==> config.mk <==
export PLATFORM = sky130hd
export DESIGN_NAME = qsn_inverse_pipe_flat
export DESIGN_NICKNAME = d
export VERILOG_FILES = /design/src/rtl/qsn_inverse_pipe_if.sv /design/src/rtl/qsn_inverse_pipe.sv /design/src/flat_wrapper.sv
export SDC_FILE = /design/constraint.sdc
export NUM_CORES = 1
export LEC_CHECK = 0
export ABC_AREA = 1
export CORE_ASPECT_RATIO = 1.75
export CORE_MARGIN = 1.5
export CORE_UTILIZATION = 55
export DETAILED_ROUTE_END_ITERATION = 10
export GPL_TIMING_DRIVEN = 0
export HOLD_SLACK_MARGIN = 0.15
export PLACE_DENSITY = 0.79
export SLEW_MARGIN = 5
export SYNTH_ARGS = -nofsm -noshare
export SYNTH_HDL_FRONTEND = slang
export SYNTH_SLANG_ARGS = --single-unit
==> constraint.sdc <==
create_clock -name clk -period 1.5 [get_ports clk]
set_input_delay 0.45 -clock clk [delete_from_list [all_inputs] [get_ports clk]]
set_output_delay 0.45 -clock clk [all_outputs]
set_load 0.01 [all_outputs]
==> src/rtl/qsn_inverse_pipe_if.sv <==
// Vector stream bundle for the inverse QSN: input side (i_*) and output side (o_*).
// The slave modport is the shifter's view; the master modport is the view of
// whoever feeds and drains it.
interface qsn_inverse_pipe_if #(
    parameter int DWIDTH        = 8,
    parameter int LiftingFactor = 8,
    parameter int SEL           = 3,
    parameter int TWIDTH        = 4
);
    logic              i_valid;
    logic              i_ready;
    logic [DWIDTH-1:0] i_data [LiftingFactor];
    logic [SEL-1:0]    i_shift;
    logic [TWIDTH-1:0] i_tag;
    logic              o_valid;
    logic              o_ready;
    logic [DWIDTH-1:0] o_data [LiftingFactor];
    logic [TWIDTH-1:0] o_tag;
    logic              o_err;

    modport master (
        output i_valid, i_data, i_shift, i_tag, o_ready,
        input  i_ready, o_valid, o_data, o_tag, o_err
    );

    modport slave (
        input  i_valid, i_data, i_shift, i_tag, o_ready,
        output i_ready, o_valid, o_data, o_tag, o_err
    );
endinterface

==> src/rtl/qsn_inverse_pipe.sv <==
// Inverse quasi-cyclic shift network: o_data[i] = i_data[(i - shift) mod Z].
// Three register stages: S0 captures the vector and the inverse amount,
// S1 applies the low half of the log rotator, S2 the high half.
module qsn_inverse_pipe #(
    parameter int DWIDTH        = 8,
    parameter int LiftingFactor = 8,
    parameter int SEL           = 3,
    parameter int TWIDTH        = 4
) (
    input  logic              clk,
    input  logic              rst,
    qsn_inverse_pipe_if.slave bus
);
    localparam int Z = LiftingFactor;
    localparam int L = SEL / 2;
    localparam int H = SEL - L;
    localparam logic [SEL:0] Z_EXT = (SEL+1)'(LiftingFactor);

    logic              s0_valid_reg;
    logic [DWIDTH-1:0] s0_data_reg [Z];
    logic [SEL-1:0]    s0_inv_reg;
    logic [TWIDTH-1:0] s0_tag_reg;
    logic              s0_err_reg;

    logic              s1_valid_reg;
    logic [DWIDTH-1:0] s1_data_reg [Z];
    logic [H-1:0]      s1_inv_hi_reg;
    logic [TWIDTH-1:0] s1_tag_reg;
    logic              s1_err_reg;

    logic              s2_valid_reg;
    logic [DWIDTH-1:0] s2_data_reg [Z];
    logic [TWIDTH-1:0] s2_tag_reg;
    logic              s2_err_reg;

    logic              ready0, ready1, ready2;
    logic              in_err;
    logic [SEL-1:0]    inv_next;
    logic [DWIDTH-1:0] s0_data_next [Z];
    logic [DWIDTH-1:0] lo_rot [Z];
    logic [DWIDTH-1:0] hi_rot [Z];

    // A stage can take new content when it is empty or its successor moves on.
    assign ready2     = ~s2_valid_reg | bus.o_ready;
    assign ready1     = ~s1_valid_reg | ready2;
    assign ready0     = ~s0_valid_reg | ready1;
    assign bus.i_ready = ready0;

    // Left rotation by (Z - shift) mod Z undoes a forward rotation by shift;
    // out-of-range shifts are flagged and their data zeroed.
    always_comb begin
        in_err   = {1'b0, bus.i_shift} >= Z_EXT;
        inv_next = '0;
        if (!in_err && bus.i_shift != '0)
            inv_next = SEL'(Z_EXT - {1'b0, bus.i_shift});
    end

    generate
        for (genvar gi = 0; gi < Z; gi++) begin : g_lane
            assign s0_data_next[gi] = in_err ? '0 : bus.i_data[gi];
            assign bus.o_data[gi]   = s2_data_reg[gi];
        end
    endgenerate

    // Low log stages: bit k rotates left by 2^k mod Z.
    always_comb begin : p_rot_lo
        logic [DWIDTH-1:0] cur [Z];
        logic [DWIDTH-1:0] nxt [Z];
        cur = s0_data_reg;
        nxt = cur;
        for (int k = 0; k < L; k++) begin
            if (s0_inv_reg[k]) begin
                for (int i = 0; i < Z; i++)
                    nxt[i] = cur[(i + ((1 << k) % Z)) % Z];
                cur = nxt;
            end
        end
        lo_rot = cur;
    end

    // High log stages: bit L+k rotates left by 2^(L+k) mod Z.
    always_comb begin : p_rot_hi
        logic [DWIDTH-1:0] cur [Z];
        logic [DWIDTH-1:0] nxt [Z];
        cur = s1_data_reg;
        nxt = cur;
        for (int k = 0; k < H; k++) begin
            if (s1_inv_hi_reg[k]) begin
                for (int i = 0; i < Z; i++)
                    nxt[i] = cur[(i + ((1 << (L + k)) % Z)) % Z];
                cur = nxt;
            end
        end
        hi_rot = cur;
    end

    // Pipeline registers; payload only updates when a valid vector moves in.
    always_ff @(posedge clk) begin
        if (rst) begin
            s0_valid_reg  <= 1'b0;
            s0_data_reg   <= '{default: '0};
            s0_inv_reg    <= '0;
            s0_tag_reg    <= '0;
            s0_err_reg    <= 1'b0;
            s1_valid_reg  <= 1'b0;
            s1_data_reg   <= '{default: '0};
            s1_inv_hi_reg <= '0;
            s1_tag_reg    <= '0;
            s1_err_reg    <= 1'b0;
            s2_valid_reg  <= 1'b0;
            s2_data_reg   <= '{default: '0};
            s2_tag_reg    <= '0;
            s2_err_reg    <= 1'b0;
        end else begin
            if (ready0) begin
                s0_valid_reg <= bus.i_valid;
                if (bus.i_valid) begin
                    s0_data_reg <= s0_data_next;
                    s0_inv_reg  <= inv_next;
                    s0_tag_reg  <= bus.i_tag;
                    s0_err_reg  <= in_err;
                end
            end
            if (ready1) begin
                s1_valid_reg <= s0_valid_reg;
                if (s0_valid_reg) begin
                    s1_data_reg   <= lo_rot;
                    s1_inv_hi_reg <= s0_inv_reg[SEL-1:L];
                    s1_tag_reg    <= s0_tag_reg;
                    s1_err_reg    <= s0_err_reg;
                end
            end
            if (ready2) begin
                s2_valid_reg <= s1_valid_reg;
                if (s1_valid_reg) begin
                    s2_data_reg <= hi_rot;
                    s2_tag_reg  <= s1_tag_reg;
                    s2_err_reg  <= s1_err_reg;
                end
            end
        end
    end

    assign bus.o_valid = s2_valid_reg;
    assign bus.o_tag   = s2_tag_reg;
    assign bus.o_err   = s2_err_reg;
endmodule

==> src/flat_wrapper.sv <==
// flat-port wrapper written by rule: the top's interface ports become plain ports
module qsn_inverse_pipe_flat 
#(
    parameter int DWIDTH        = 8,
    parameter int LiftingFactor = 8,
    parameter int SEL           = 3,
    parameter int TWIDTH        = 4
)
  (clk, rst, bus_i_valid, bus_i_data, bus_i_shift, bus_i_tag, bus_o_ready, bus_i_ready, bus_o_valid, bus_o_data, bus_o_tag, bus_o_err);
  qsn_inverse_pipe_if #(.DWIDTH(DWIDTH), .LiftingFactor(LiftingFactor), .SEL(SEL), .TWIDTH(TWIDTH)) bus_i ();
  input  logic clk;
  input  logic rst;
  input wire logic [$bits(bus_i.i_valid)-1:0] bus_i_valid;
  input wire logic [$bits(bus_i.i_data)-1:0] bus_i_data;
  input wire logic [$bits(bus_i.i_shift)-1:0] bus_i_shift;
  input wire logic [$bits(bus_i.i_tag)-1:0] bus_i_tag;
  input wire logic [$bits(bus_i.o_ready)-1:0] bus_o_ready;
  output wire logic [$bits(bus_i.i_ready)-1:0] bus_i_ready;
  output wire logic [$bits(bus_i.o_valid)-1:0] bus_o_valid;
  output wire logic [$bits(bus_i.o_data)-1:0] bus_o_data;
  output wire logic [$bits(bus_i.o_tag)-1:0] bus_o_tag;
  output wire logic [$bits(bus_i.o_err)-1:0] bus_o_err;
  assign bus_i.i_valid = bus_i_valid;
  assign bus_i.i_data = {>>{bus_i_data}};
  assign bus_i.i_shift = bus_i_shift;
  assign bus_i.i_tag = bus_i_tag;
  assign bus_i.o_ready = bus_o_ready;
  assign bus_i_ready = bus_i.i_ready;
  assign bus_o_valid = bus_i.o_valid;
  assign bus_o_data = {>>{bus_i.o_data}};
  assign bus_o_tag = bus_i.o_tag;
  assign bus_o_err = bus_i.o_err;
  qsn_inverse_pipe #(.DWIDTH(DWIDTH), .LiftingFactor(LiftingFactor), .SEL(SEL), .TWIDTH(TWIDTH)) u_core (.clk(clk), .rst(rst), .bus(bus_i));
endmodule
## Yosys cells after proc, flatten, opt, wreduce, memory -nomap -nowiden

Index checks and enable logic that the tools add are counted.

- Add/subtract/negate cells: 1
- Mux-type cells: 4
- Bitwise operators: 6
- Reduce and logical (&&, ||, !) cells: 4

Operator list:

| operator | number |
|---|---|
| two-way mux 64 bit | 3 |
| AND reduction 2 bit | 3 |
| two-way mux 3 bit | 1 |
| inverter 1 bit | 3 |
| bitwise OR 1 bit | 3 |
| nonzero test 3 bit | 1 |
| subtractor 1 x 3 -> 3 bit, first input constant | 1 |

- Register bits: 212
- Input port bits: 75
- Output and inout bits: 71
- Logic and storage cells: 47

## Longest topological paths before layout

Gate-level depths: netlist of run 1.

- Word-level depth: 5
- Gate-level depth with buffers: 9
- Depth with buffers taken out: 7

## Worst setup path after synthesis of run 1

OpenSTA, ideal clock, no wires.

- Path type: input port to output port
- From: input bus_o_ready
- To: output bus_i_ready
- Arrival time: 943 ps
- Required time: 1050 ps
- Setup slack: 107 ps
- Stages on the path: 3
- Path buffers: 1
- Cells stage by stage: inv_1 -> nand4_2 -> clkbuf_1

- Word-level cells in the longest chain between the ends: 3

Ends and longest elaborated chain:

| item | RTL line | RTL |
|---|---|---|
| start, declared | flat_wrapper.sv:17 | `input wire logic [$bits(bus_i.o_ready)-1:0] bus_o_ready;` |
| bitwise OR 1 bit | qsn_inverse_pipe.sv:44 | `assign ready2 = ~s2_valid_reg \| bus.o_ready;` |
| bitwise OR 1 bit | qsn_inverse_pipe.sv:45 | `assign ready1 = ~s1_valid_reg \| ready2;` |
| bitwise OR 1 bit | qsn_inverse_pipe.sv:46 | `assign ready0 = ~s0_valid_reg \| ready1;` |
| end, declared | flat_wrapper.sv:18 | `output wire logic [$bits(bus_i.i_ready)-1:0] bus_i_ready;` |

No other way between the ends.

## Worst setup path in the final report of run 1

- From: register u_core.s1_valid_reg
- To: output bus_i_ready

- Word-level cells in the longest chain between the ends: 3

Ends and longest elaborated chain:

| item | RTL line | RTL |
|---|---|---|
| start, declared | qsn_inverse_pipe.sv:25 | `logic s1_valid_reg;` |
| start signal, assigned | qsn_inverse_pipe.sv:125 | `s1_valid_reg <= s0_valid_reg;` |
| inverter 1 bit | qsn_inverse_pipe.sv:45 |  |
| bitwise OR 1 bit | qsn_inverse_pipe.sv:45 |  |
| bitwise OR 1 bit | qsn_inverse_pipe.sv:46 |  |

No other way between the ends.

==> results of run 1 <==
cell families (layout without fill, tap and decap cells):
family	count (synthesis)	count (layout)	synth area share [%]
buffers and inverters	459	642	16.4
other	1	1	0.0346
DFF	212	212	39.2
adders and majority gates	2	2	0.231
AOI/OAI and AO/OA	276	276	12.7
and+or+nand+nor	815	815	31.4
per-layer routing:
metal	up-vias	global-route usage, %	wire, µm
li1	5774	-	-
met1	5139	36.0	13200
met2	462	68.1	19200
met3	164	3.53	1660
met4	0	28.6	3650
met5	-	0	0
per-stage QoR:
stage	area, µm²	util (%)	setup TNS (ns)
floorplan	10800	-	0
detailed placement	12600	65.4	-139.66
CTS	13300	69.2	-0.291
finish	13300	69.4	-0.238
global placement	12600	65.4	-137.85
global route	13300	69.4	-1.39
worst max-delay path, delay by kind of cell, from the launching register on:
family,cells,cell delay [ns]
buffers and inverters,2,0.26
DFF,1,0.37
and+or+nand+nor,1,0.12
report_power, final:
group | leakage [nW] | switching, mW | internal, mW
clock | 0.352 | 2.18 | 3.32
sequential | 1.76 | 0.256 | 6.00
combinational | 4.43 | 1.54 | 0.891
total | 6.54 | 3.98 | 10.2
cells in the mapped netlist (all sizes together):
cell type	count	area [µm²]
conb	1	3.75
nand2	330	1240
nand3	264	1320
dfxtp	212	4240
nand4	1	12.5
o21ai	138	691
ha	2	25.0
or2	1	6.26
nor2	219	822
buf	48	234
clkbuf	75	282
inv	336	1260
a21oi	138	691
final timing paths:
| kind | from | endpoint | slack, ns |
|---|---|---|---|
| setup / recovery | u_core.s1_valid_reg$_SDFFE_PP0P_ | bus_i_ready | -0.20 |
| hold / removal | u_core.bus.o_tag[3]$_SDFFE_PP0P_ | u_core.bus.o_tag[3]$_SDFFE_PP0P_ | 0.48 |
| setup reg to reg | u_core.s1_valid_reg$_SDFFE_PP0P_ | u_core.s0_data_reg[28]$_SDFFE_PP0P_ | -0.02 |
| hold reg to reg | u_core.bus.o_tag[3]$_SDFFE_PP0P_ | u_core.bus.o_tag[3]$_SDFFE_PP0P_ | 0.48 |
cell type report:
cell class              count  area, µm²  share of cell area [%]
multi-input cells        1094       4980                    37.4
flip-flops and latches    212       4280                    32.1
inverters                 336       1260                    9.48
repair buffers            148       1120                    8.41
plain buffers             122        652                    4.89
clock buffers              28        602                    4.52
well taps                 241        302                    2.26
clock inverters             8        120                   0.901
what timing repair did:
item / in CTS / in global routing
pin swaps: 1 / 2
buffers inserted: 5 / 1
resized for setup: 336 / 118
endpoints found under the setup margin: 275 / 164
==> flow_metrics.tcl, run 1 <==
set metrics [dict create \
    core-area_um2 19200 \
    route.detailed.drc 0 \
    drive_gt1_share_pct 13.7 \
    die_h_um 189 \
    grt_pass1_vias 11322 \
    rr_worst_depth 7 \
    grt_pass1_wl_um 57500 \
    track_usage_pct 36.8 \
    hold_depth 2 \
    cts_tree "yes" \
    violations "negative setup slack" \
    setup_viol 4 \
    boundaryPins 146 \
    path_cells "nand4_4 -> buf_8 -> buf_6" \
    syn_area_um2 10800 \
    setup.worst_path.end_class "output port" \
    numCtsBuffers 20 \
    power_mw 14.2 \
    fillCellCount 1678 \
    cp_slowest_stage_delay_ns 0.37 \
    slew_headroom_pct 52.7 \
    status "finished, violations left" \
    syn_to_final_growth_pct 23.0 \
    wire_per_inst_um 17.2 \
    numPortBuffers 142 \
    final_cell_mix "inv_1 (330), nand2_1 (327), nand3_1 (257)" \
    yosysUniqueCellTypes 18 \
    rsz0062_at_grt "true" \
    first_iter_violations 922 \
    clk_pin_slew_ns 0.06 \
    fin_crit_sh_pct 113 \
    h-tree-depth 1 \
    finClkSkew_ns 0.00960 \
    synth.net_count 1842 \
    fin_cells 2189 \
    dp_cells 2148 \
    irDropWorstVdd_mv 0.940 \
    place.gp.congestion 1.02 \
    fin_ws_ns -0.198 \
    startpoint_type "register" \
    start_util_pct 56.4 \
    vias 11539 \
    first_pass_iters 7 \
    leakage_nw 6.54 \
    cts_sinks 212 \
    ys_seq_area_share_pct 39.2 \
    finalMaxSlewViolations 0 \
    postCtsHoldBufs 0 \
    syn_area_per_cell_um2 6.14 \
    hpwl_um 29300 \
    diodes 0 \
    cpMaxStageDelayCell "dfxtp_4" \
    num_rows 67 \
    drv_cap 0 \
    crit_arrival_ns 1.25 \
    pre_cts_slack_ns -1.23 \
    syn_inst 1765 \
    detail-route-antenna-nets 0 \
    fmax_ghz 0.589 \
    fin_nets 2011 \
    clk_path_buf_depth 3 \
    clock_latency_ns 0.50 \
    fp.dieW_um 109 \
    path_max_fanout 3 \
    synth_seq_cells 212 \
    hold_class "reg2reg" \
    yosys_warnings 0 \
    powerDensity_nw_per_um2 1060 \
    dieArea_um2 20600 \
    root_buffer "clkbuf_16" \
    grt_max_degree 20 \
    antenna_found_initial 0 \
    crit_type "reg2out" \
    holdWs_ns 0.476 \
    cp.required_ns 1.05 \
    min_period_ns 1.70 \
    grt_remaining_overflow 0 \
    routed_wl_um 37600 \
    final_common_cell "inv_1" \
    hold_violations 0 \
    via_per_inst 5.27 \
    worstMarginPinSlew_ns 0.710 \
]
(Power assumes the default switching activity.)
==> inputs of run 2 (changes only) <==
Settings changed: CORE_UTILIZATION 55 to 29, PLACE_DENSITY 0.79 to 0.47.
==> flow_metrics.tcl, run 2 (same netlist as run 1, synthesis figures left out) <==
set metrics [dict create \
    dieArea_um2 38600 \
    min_period_ns 1.72 \
    route.detailed.drc 0 \
    clk_path_buf_depth 3 \
    leakage_nw 6.55 \
    grt_pass1_vias 11212 \
    final_common_cell "inv_1" \
    first_iter_violations 601 \
    crit_type "reg2out" \
    holdWs_ns 0.471 \
    swShare_pct 29.0 \
    numCtsBuffers 21 \
    fin_cells 2424 \
    antenna_found_initial 0 \
    pre_cts_slack_ns -1.37 \
    setup.worst_path.end_class "output port" \
    start_util_pct 29.5 \
    detail-route-antenna-nets 0 \
    syn_to_final_growth_pct 25.1 \
    cts_tree "yes" \
    path_max_fanout 4 \
    finClkSkew_ns 0.00758 \
    hpwl_um 33800 \
    worstMarginPinSlew_ns 0.714 \
    fmax_ghz 0.581 \
    track_usage_pct 21.9 \
    core-area_um2 36800 \
    violations "negative setup slack" \
    dp_cells 2382 \
    diodes 0 \
    seq_power_share_pct 44.1 \
    place.gp.congestion 0.902 \
    drv_cap 0 \
    via_per_inst 4.59 \
    wire_per_inst_um 17.2 \
    num_rows 93 \
    irDropWorstVdd_mv 0.706 \
    status "finished, violations left" \
    power_mw 14.2 \
    hold_violations 0 \
    die_h_um 259 \
    fin_util_pct 36.9 \
    grt_max_degree 15 \
    rsz0062_at_grt "true" \
    root_buffer "clkbuf_16" \
    fin_ws_ns -0.222 \
    clkPwrFrac_pct 38.6 \
    final_area_um2 13600 \
    powerDensity_nw_per_um2 1050 \
    numPortBuffers 142 \
    finalMaxSlewViolations 0 \
    final_cell_mix "inv_1 (330), nand2_1 (328), nand3_1 (258)" \
    drive_gt1_share_pct 13.2 \
    fin_crit_sh_pct 115 \
    crit_arrival_ns 1.27 \
    combPwrFrac_pct 17.3 \
    internal_power_mw 10.1 \
    h-tree-depth 1 \
    fp.dieW_um 149 \
    boundaryPins 146 \
    hold_class "in2reg" \
    fin_nets 2012 \
    first_pass_iters 5 \
    vias 11115 \
    clock_latency_ns 0.52 \
    startpoint_type "register" \
    clk_pin_slew_ns 0.06 \
    placed_area_um2 12900 \
    cp.required_ns 1.05 \
    routed_wl_um 41800 \
    switchingPower_mw 4.11 \
    slew_headroom_pct 52.4 \
    cts_sinks 212 \
    grt_pass1_wl_um 64000 \
    setup_viol 2 \
    finalSetupTns_ns -0.344 \
    grt_remaining_overflow 0 \
]
[run 2: layout make-up]
class                      count  area [µm²]
tap                          475         594
sequential                   212        4300
clock inverter                 6        86.3
buffer                       122         696
multi-input combinational   1094        4870
fill                        4311       23200
inverter                     336        1270
clock buffer                  31         613
timing repair buffer         148        1120
[run 2: worst max-delay path, stage by stage, from the launching register on]
cell and delay [ns]:
dfxtp_4 0.37, nand4_4 0.12, clkbuf_16 0.16, buf_6 0.11
[run 2: timing repair]
| item | CTS | global route |
|---|---|---|
| gates cloned | 0 | 0 |
| buffers inserted | 4 | 3 |
| endpoints found under the setup margin | 280 | 125 |
| pin swaps | 1 | 1 |
| hold buffers | 0 | 0 |
| resized for setup | 382 | 71 |
| endpoints found under the hold margin | 0 | 0 |
[run 2: power groups by stage]
stage,registers [mW],clock network (mW),logic [mW]
after floorplan,6.33,0,1.42
after global placement,6.36,0,2.47
after detailed placement,6.37,0,2.48
after CTS,6.25,5.69,2.43
after global routing,6.29,5.89,2.75
final,6.25,5.48,2.45
[run 2: per-layer routing]
metal  track usage, %  vias up  share of wire (%)
met5                0        -                  0
met4             12.7        0                6.3
met3             2.17       89                3.5
li1                 -     5780                  -
met2             42.5      312                 54
met1             22.2     4934                 36
[run 2: final timing paths]
| check | startpoint | end | slack, ns | depth (start not counted) |
|---|---|---|---|---|
| worst max-delay path | u_core.bus.o_valid$_SDFFE_PP0P_ | bus_i_ready | -0.22 | 3 |
| worst min-delay path | bus_o_ready | u_core.bus.o_valid$_SDFFE_PP0P_ | 0.47 | 4 |
| worst max register to register | u_core.s1_inv_hi_reg[0]$_SDFFE_PP0P_ | u_core.bus.o_data[9]$_SDFFE_PP0P_ | 0.06 | 7 |
| worst min register to register | u_core.bus.o_tag[3]$_SDFFE_PP0P_ | u_core.bus.o_tag[3]$_SDFFE_PP0P_ | 0.48 | 2 |
==> patch, RTL diff (flow settings as in run 2) <==
`DWIDTH` is set to 8 in 3 places; all go to 6.
--- a/src/rtl/qsn_inverse_pipe_if.sv
+++ b/src/rtl/qsn_inverse_pipe_if.sv
@@ -4,3 +4,3 @@
 interface qsn_inverse_pipe_if #(
-    parameter int DWIDTH        = 8,
+    parameter int DWIDTH        = 6,
     parameter int LiftingFactor = 8,
--- a/src/rtl/qsn_inverse_pipe.sv
+++ b/src/rtl/qsn_inverse_pipe.sv
@@ -4,3 +4,3 @@
 module qsn_inverse_pipe #(
-    parameter int DWIDTH        = 8,
+    parameter int DWIDTH        = 6,
     parameter int LiftingFactor = 8,
--- a/src/flat_wrapper.sv
+++ b/src/flat_wrapper.sv
@@ -3,3 +3,3 @@
 #(
-    parameter int DWIDTH        = 8,
+    parameter int DWIDTH        = 6,
     parameter int LiftingFactor = 8,
Ports: changed (resized bus_i_data and bus_o_data); port bits go from 146 to 114. No check against the original RTL was run, so the function may have changed too.
==> patch against run 2 <==
- hold slack got worse by 0.034 ns
- power is 23% lower
- critical path depth increased by 1
- clock skew increased by 0.0020 ns
- setup slack got worse by 0.11 ns
- the flow still finishes with violations (negative setup slack)
- final area fell by 22%
- global-route usage down 2.3 points
- routed wire length shrank 32%
- synthesized area down 22%
- synthesized cell count is 23% lower
- sequential cell count shrank 48
- largest cell class unchanged
- combinational power is 26% lower
- critical endpoint unchanged
==> patch: results (changes against run 2) <==
| Metric | Value |
|---|---|
| Outcome | `finished, violations left` |
| Failing checks | `negative setup slack` |
| I/O Buffers | `110 (-23%)` |
| Top_reg_cell synth | `dfxtp_1` |
| Pwr Total | `11.0 mW (-23%)` |
| Total of fill cells in the finished design | `3208 (-26%)` |
| 1st-iter DRT viols | `490 (-18%)` |
| Critical Path AT | `1.39 ns (+0.12 ns)` |
| WL final | `28300 µm (-32%)` |
| Met3 WL | `860 µm (-42%)` |
| Final worst slack | `-0.337 ns (-0.114 ns)` |
| Fraction of area in multi-input gates | `35.1% (-0.83 points)` |
| FF-to-FF path depth | `6 (-1)` |
| Post-synth top cells | `inv_1, nand2_1, nand3_1` |
| Synth area leaders | `dfxtp_1, nand3_1, inv_1` |
| Slowest cell on the critical path | `dfxtp_2` |
| Grt met2 use | `38.3% (-4.2 points)` |
| Final clock-cell share | `5.35% (+0.19 points)` |
| Worst-skew pair later-pin latency | `0.45 ns (-0.07 ns)` |
| Max stage delay on crit path | `0.35 ns (-0.02 ns)` |
| Sw power | `3.17 mW (-23%)` |
| Final #Nets | `1555 (-23%)` |
| Buffers excl. clock | `217 (-20%)` |
| Post-synth cell types | `20 (+2)` |
| Syn-to-layout area delta | `26.3%` |
| Largest net degree at the start of global routing | `17 (+2)` |
| GRT Util Overall | `19.6% (-2.3 points)` |
| CTS Buf Count | `17 (-19%)` |
| Via density | `4.46 (-2.6%)` |
| Final Skew | `0.00954 ns (+0.00196 ns)` |
| Syn Nets | `1416 (-23%)` |
| Hold path endpoint | `u_core.s0_data_reg[47]` |
| Comb pwr share | `16.6% (-0.7 points)` |
| Worst reg-to-reg setup slack | `0.09 ns (+0.03 ns)` |
| Register Area | `3300 µm² (-23%)` |
| Crit Path Max Fanout | `3 (-1)` |
| Max_slew headroom | `54.1% (+1.7 points)` |
| CLK BUF | `19 (-39%)` |
| Fin cells | `1885 (-22%)` |
| HPWL after detailed placement | `22800 µm (-32%)` |
| P_clk | `4.33 mW (-21%)` |
| Hold path start | `bus_i_valid` |
| VDD IR max | `884 µV (+25%)` |
| DRT Pass-1 Iters | `6 (+1)` |
| Non-clk buf share | `14.9% (+1.5 points)` |
| FFs & Latches | `164 (-23%)` |
| Invs w/o clock | `256 (-24%)` |
| First-pass GRT wire length | `45400 µm (-29%)` |
| Clk buf depth | `2 (-1)` |
| Share of cells above drive strength 1 | `12.7% (-0.56 points)` |
| Comb_multi_in | `838 (-23%)` |
| Lkg Pwr | `5.04 nW (-23%)` |
| Post-Route M1 WL | `10600 µm (-30%)` |
| R2R Path End | `u_core.s0_data_reg[21]` |
| Setup-failing EPs final | `1 (-1)` |
| GPL Wtd Cong | `0.881 (-2.3%)` |
| Met1 usage | `19.5% (-2.6 points)` |
| Met3 GRT Util | `3.37% (+1.2 points)` |
| CP delay by family, top | `buffers and inverters` |
| Placed Cells incl. Taps | `1843 (-23%)` |
## patch: repair_timing
item	4_1_cts	5_1_grt
gates resized for setup	158	100
gates cloned	0	0
pin swaps	2	2
hold buffers	0	0
setup buffers	11	1
endpoints found under the setup margin	161	135
endpoints found under the hold margin	0	0
## patch: per-stage QoR
stage	utilization [%]	setup TNS, ns	hold slack, ns	setup slack, ns	cell area (µm²)
after floorplan	-	0	0.446	0.0630	8420
after global placement	34.9	-94.17	0.459	-1.30	9990
after detailed placement	34.9	-94.85	0.467	-1.28	9990
after CTS	37.5	-0.357	0.429	-0.355	10700
after global routing	37.1	-0.418	0.450	-0.415	10600
final	37.1	-0.337	0.437	-0.337	10600
## patch: cells by family after synthesis
group / count (synthesis) / synth area share [%]
simple gates: 623 / 30.8
other cells: 1 / 0.0445
buf+inv: 353 / 17.2
compound gates: 212 / 12.6
fa+ha+maj: 2 / 0.297
flops: 164 / 39.0
